`config.mk`:
```
export PLATFORM = sky130hd
export DESIGN_NAME = cnn_layer_accel_result_packer
export DESIGN_NICKNAME = d
export VERILOG_FILES = /design/src/rtl/cnn_layer_accel_result_packer.sv
export SDC_FILE = /design/constraint.sdc
export NUM_CORES = 1
export LEC_CHECK = 0
export CORE_MARGIN = 2
export CORE_UTILIZATION = 35
export DETAILED_ROUTE_END_ITERATION = 16
export HOLD_SLACK_MARGIN = 0.08
export PLACE_DENSITY = 0.62
export SYNTH_ARGS = -nofsm -noshare
export SYNTH_HDL_FRONTEND = slang
export SYNTH_SLANG_ARGS = --single-unit
export TNS_END_PERCENT = 50
```
`constraint.sdc`:
```
create_clock -name clk_if -period 9.82 [get_ports clk_if]
set_clock_uncertainty 0.15 [all_clocks]
set_input_delay 2.946 -clock clk_if [delete_from_list [all_inputs] [get_ports clk_if]]
set_output_delay 2.946 -clock clk_if [all_outputs]
set_load 0.01 [all_outputs]
```
`src/rtl/cnn_layer_accel_result_packer.sv`:
```
// Packs C_RESULT_WIDTH quad results into C_OUT_WIDTH words, lane 0 first, with keep/last per job.
// Latency: packed word valid one cycle after the accept of its completing beat.
// Backpressure: stalled output holds; result_accept drops only on a completing beat while the output is full.
module cnn_layer_accel_result_packer #(
    parameter int C_RESULT_WIDTH = 16,
    parameter int C_OUT_WIDTH    = 128,
    parameter int C_COUNT_WIDTH  = 24
) (
    input  logic                                   clk_if,
    input  logic                                   rst,
    input  logic                                   cfg_start,
    input  logic [C_COUNT_WIDTH-1:0]               cfg_num_results,
    output logic                                   busy,
    output logic                                   done,
    input  logic                                   result_valid,
    output logic                                   result_accept,
    input  logic [C_RESULT_WIDTH-1:0]              result_data,
    output logic                                   out_valid,
    input  logic                                   out_ready,
    output logic [C_OUT_WIDTH-1:0]                 out_data,
    output logic [C_OUT_WIDTH/C_RESULT_WIDTH-1:0]  out_keep,
    output logic                                   out_last
);

    localparam int LANES = C_OUT_WIDTH / C_RESULT_WIDTH;
    localparam int LW    = (LANES > 1) ? $clog2(LANES) : 1;

    localparam logic [1:0] S_IDLE  = 2'd0;
    localparam logic [1:0] S_PACK  = 2'd1;
    localparam logic [1:0] S_DRAIN = 2'd2;

    logic                     rst_meta;
    logic                     rst_sync;
    logic [1:0]               state;
    logic [C_COUNT_WIDTH-1:0] remaining;
    logic [LW-1:0]            lane_cnt;
    logic [C_OUT_WIDTH-1:0]   acc;
    logic [C_OUT_WIDTH-1:0]   word_next;
    logic [LANES-1:0]         keep_next;
    logic                     completing;
    logic                     take;
    logic                     out_fire;
    logic                     last_result;

    // Reset asserts immediately but releases only on a clock edge, two flops deep.
    always_ff @(posedge clk_if or negedge rst) begin
        if (!rst) begin
            rst_meta <= 1'b0;
            rst_sync <= 1'b0;
        end else begin
            rst_meta <= 1'b1;
            rst_sync <= rst_meta;
        end
    end

    // Both terms come from registers, so result_accept never depends on result_valid.
    assign last_result   = (remaining == C_COUNT_WIDTH'(1));
    assign completing    = (lane_cnt == LW'(LANES - 1)) || last_result;
    assign result_accept = (state == S_PACK) && (!completing || !out_valid || out_ready);
    assign take          = result_valid && result_accept;
    assign out_fire      = out_valid && out_ready;
    assign busy          = (state != S_IDLE);

    // Merge the incoming result into its lane and build the keep mask for lanes 0..lane_cnt.
    always_comb begin
        word_next = acc;
        keep_next = '0;
        for (int l = 0; l < LANES; l++) begin
            if (LW'(l) == lane_cnt) begin
                word_next[l*C_RESULT_WIDTH +: C_RESULT_WIDTH] = result_data;
            end
            if (LW'(l) <= lane_cnt) begin
                keep_next[l] = 1'b1;
            end
        end
    end

    // Job control: counts results down, advances lanes, and signals done after the last word leaves.
    always_ff @(posedge clk_if or negedge rst_sync) begin
        if (!rst_sync) begin
            state     <= S_IDLE;
            remaining <= '0;
            lane_cnt  <= '0;
            acc       <= '0;
            done      <= 1'b0;
        end else begin
            done <= 1'b0;
            case (state)
                S_IDLE: begin
                    if (cfg_start) begin
                        if (cfg_num_results != '0) begin
                            remaining <= cfg_num_results;
                            lane_cnt  <= '0;
                            acc       <= '0;
                            state     <= S_PACK;
                        end else begin
                            done <= 1'b1;
                        end
                    end
                end
                S_PACK: begin
                    if (take) begin
                        remaining <= remaining - C_COUNT_WIDTH'(1);
                        if (completing) begin
                            lane_cnt <= '0;
                            acc      <= '0;
                            if (last_result) begin
                                state <= S_DRAIN;
                            end
                        end else begin
                            lane_cnt <= lane_cnt + LW'(1);
                            acc      <= word_next;
                        end
                    end
                end
                S_DRAIN: begin
                    if (out_fire && out_last) begin
                        state <= S_IDLE;
                        done  <= 1'b1;
                    end
                end
                default: state <= S_IDLE;
            endcase
        end
    end

    // Output register: a new load overrides a same-cycle handshake, otherwise a handshake empties it.
    always_ff @(posedge clk_if or negedge rst_sync) begin
        if (!rst_sync) begin
            out_valid <= 1'b0;
            out_data  <= '0;
            out_keep  <= '0;
            out_last  <= 1'b0;
        end else if (take && completing) begin
            out_valid <= 1'b1;
            out_data  <= word_next;
            out_keep  <= keep_next;
            out_last  <= last_result;
        end else if (out_fire) begin
            out_valid <= 1'b0;
        end
    end

endmodule

```
### After elaboration in Yosys (flattened, before gate mapping)

Index checks and enable logic that the tools add are counted.

* add/sub/neg operators: 2
* $lt $le $gt $ge: 8
* equality and inequality tests: 17
* muxes and demuxes: 43
* reductions and logical operators: 18

Operator list (count)
* $mux W128: 4
* $pmux W128 S2: 1
* $mux W16: 8
* $mux W24: 3
* $pmux W24 S2: 1
* $eq A24 B1 Y1 const B: 1
* $reduce_bool A24 Y1: 1
* $sub A24 B1 Y24 const B: 1
* $mux W1: 13
* $eq A3 B3 Y1 const A: 4
* $le A3 B3 Y1 const A: 4
* $mux W2: 6
* $mux W3: 4
* $ne A2 B2 Y1 const B: 6
* $eq A2 B3 Y1 const A: 2
* $le A1 B3 Y1 const A: 2
* $le A2 B3 Y1 const A: 2
* $pmux W2 S3: 1
* $pmux W3 S2: 1
* $reduce_and A6 Y1: 1
* $reduce_bool A2 Y1: 3
* $logic_and A1 B1 Y1: 5
* $reduce_and A4 Y1: 1
* $add A3 B1 Y3 const B: 1
* other kinds (9): 12

* register bits after elaboration: 298
* input port bits: 45
* output and inout port bits: 141
* logic and storage cells: 99

### Depth between registers and ports, before layout

* depth after elaboration: 9
* mapped depth: 10
* mapped depth without buffers: 7

### Worst setup path after synthesis

No wires, ideal clock.

* path kind: input port to output port
* start point: input port out_ready
* end point: output port result_accept
* data arrival time: 3.808 ns
* required time: 6.724 ns
* setup slack: 2.916 ns
* stages on the path: 5
* path buffers: 1
* path through: nor2b_1 -> nand3b_1 -> o31ai_2 -> buf_2 -> nor2_1

* cells in the longest elaborated chain, start to end: 2

Ends and longest elaborated chain
* from (decl): RTL line 19 `input logic out_ready,`
* $logic_or A1 B1 Y1: RTL line 59 `assign result_accept = (state == S_PACK) && (!completing || !out_valid || out_ready);`
* $logic_and A1 B1 Y1: RTL line 59
* to (decl): RTL line 16 `output logic result_accept,`

Every way passes these cells.

### Final worst setup path

Ends and elaborated chain as after synthesis.

==> run summary <==
status: finished, final reports clean
row cnt: 70
Synth Flop Type: dfrtp_1
post-layout utilization of the core: 44.4%
Worst Path Arrival: 4.77 ns
RSZ-0062 raised after global routing: false
worst min path class: reg2reg
initial core utilization: 35.5%
drt first pass iters: 8
Worst VDD drop: 0.122 mV
Worst Path Max Fanout: 13
drt drc: 0
Gate power share: 32.2%
top-count cell post-synth: dfrtp_1
Die Y: 197 um
sw power: 1540 uW
port bufs: 185
total global routing overflow: 0
Slew headroom: 13.6%
layout cell share with drive strength beyond 1: 7.33%
CTS buffer count: 34
Yosys top cell area share: 57.4%
Post-synth EDFFs: 0
WL/cell: 20.1 um
critical setup path kind: in2out
synth warn: 0
Syn Std Cell Area: 0.0130 mm^2
clock power share: 26.0%
Yosys top cell by area: dfrtp_1
Filler cells: 3497
CP endpoint kind: primary output
post_cts resized: 0
register area share after synthesis: 57.4%
Total GRT Usage: 18.9%
asr flop ratio synth: 100%
CTS max path bufs: 3
largest net degree at the start of global routing: 141
aggregate routed wire length: 36500 um
Iter 0 DRT Violations: 670
Final setup viols: 0
via density per instance: 5.45
clock sink total: 298
Core Area: 0.0366 mm^2
gp weighted congestion: 0.838
final slew viol count: 0
multi-input logic area: 0.00508 mm^2
number of diodes: 0
global-route wire length before repair: 57100 um
Post-DP HPWL: 23000 um
Clock Latency Late Sink: 0.51 ns
hold_buf cts: 0
Routed Antenna Nets: 0
Critical Path Start Type: input port
Die Footprint: 0.0386 mm^2
FF+latch area: 0.00746 mm^2
I/O pins: 186
worst slew pin tran: 1.29 ns
Power Dens Cells: 291 mW/mm^2
final period utilization: 80.1%
Seq cells post-synth: 298
syn_nets: 1244
Avg Cell Area, Syn: 10.9 um^2
die width: 197 um
Pleak: 0.00673 uW
min Tclk post-route: 7.87 ns
initial antenna violation count: 0
vias in the first global route: 9740
CTS tree: done
Final nets: 1377
htree depth: 2
Internal Power: 3180 uW
Max Cap Viol: 0
# Post-CTS Setup Buffers: 0
CTS Root Cell: clkbuf_16
Reg power frac: 41.8%
Hold Fails Final Rpt: 0
area delta synth->final: 25.2%
Synth area leaders: dfrtp_1 (57%), a32o_1 (8.6%), mux2i_1 (7.5%)
CTS clk-pin slew, worst paths: 0.05 ns
Post-synth top cells: dfrtp_1 (298), nand2_1 (198), o21ai_0 (113)
Sw Share: 32.6%
post-synth cell types: 60
FMAX: 0.127 GHz
CP required: 6.72 ns
Via Count: 9921
Setup Total Neg Slack: 0 ns
Cells after Synth: 1193
[final cells by class]
type	count	area share [%]
clock buffer	49	6.20
tap	468	3.60
timing repair buffer	205	12.4
sequential	298	45.9
clock inverter	12	0.531
multi-input combinational	782	31.3
inverter	5	0.115
[worst paths after layout]
kind,from,to,slack [ns],cells past startpoint
worst max-delay path,out_ready,result_accept,1.95,7
worst min-delay path,rst_meta,rst_sync,0.20,0
worst max register to register,state[0],acc[37],5.72,6
worst min register to register,rst_meta,rst_sync,0.20,0
max in group asynchronous,rst,rst_sync,6.93,1
min in group asynchronous,rst_sync,out_data[105],0.34,0
[power groups by stage]
stage | clock, uW | combinational [uW] | sequential [uW]
6_report | 1230 | 1520 | 1980
2_1_floorplan | 0 | 785 | 2020
5_1_grt | 1310 | 1670 | 2040
4_1_cts | 1260 | 1540 | 1980
3_5_place_dp | 0 | 1530 | 2000
3_3_place_gp | 0 | 1500 | 1980
[layout by cell type (no fill, tap or decap), types with 11 or more instances in the layout]
master             n
nor2_1            68
buf_4             19
and3_1            18
a31oi_1           36
clkbuf_16         34
dfrtp_1          297
clkdlybuf4s50_1  185
o21ai_0          112
nor4_1            13
a32o_1           112
mux2i_1           97
nand2_1          198
a21oi_1           11
[state kept, by name (all words and copies together) (netlist names), 2 cells and up]
| name | flops |
|---|---|
| acc | 128 |
| lane_cnt | 3 |
| out_keep | 8 |
| out_data | 128 |
| state | 2 |
| remaining | 24 |
[worst max-delay path: stages]
cell and delay [ns]:
clkdlybuf4s50_1 0.42, nor2b_1 0.25, nand3b_1 0.16, o31ai_2 0.22
buf_4 0.22, nor2_1 0.06, clkdlybuf4s50_1 0.48
[metrics by stage]
step                cells  cell area (um^2)  hold WS (ns)  setup WS, ns  total power (uW)
floorplan            1193             13000         0.181         0.750              2800
global placement     1758             15200         0.189          1.93              3480
detailed placement   1758             15200         0.187          1.94              3530
CTS                  1819             16300         0.200          1.93              4780
global route         1819             16300         0.216          1.84              5020
finish               1819             16300         0.201          1.95              4730
[layer usage]
layer / track usage, % / up-vias / routed length, um / part of all wire (%)
li1: - / 4630 / - / -
met1: 27.4 / 4987 / 17500 / 48
met2: 29.1 / 255 / 16300 / 45
met3: 2.86 / 49 / 1750 / 4.8
met4: 5.82 / 0 / 907 / 2.5
met5: 0 / - / 0 / 0
[cells by family (layout without fill, tap and decap cells)]
| kind of cell | Yosys count | after routing | synth area share (%) |
|---|---|---|---|
| AND/OR/NAND/NOR | 353 | 353 | 12.1 |
| AO/OA/AOI/OAI | 322 | 322 | 18.3 |
| flip-flops | 298 | 298 | 57.4 |
| buffers and inverters | 113 | 271 | 3.77 |
| multiplexers | 99 | 99 | 7.65 |
| adder cells (fa/ha/maj) | 6 | 6 | 0.578 |
| other | 1 | 1 | 0.0289 |
| XOR/XNOR | 1 | 1 | 0.0675 |
Note: power is estimated with default switching activity, not from simulation.
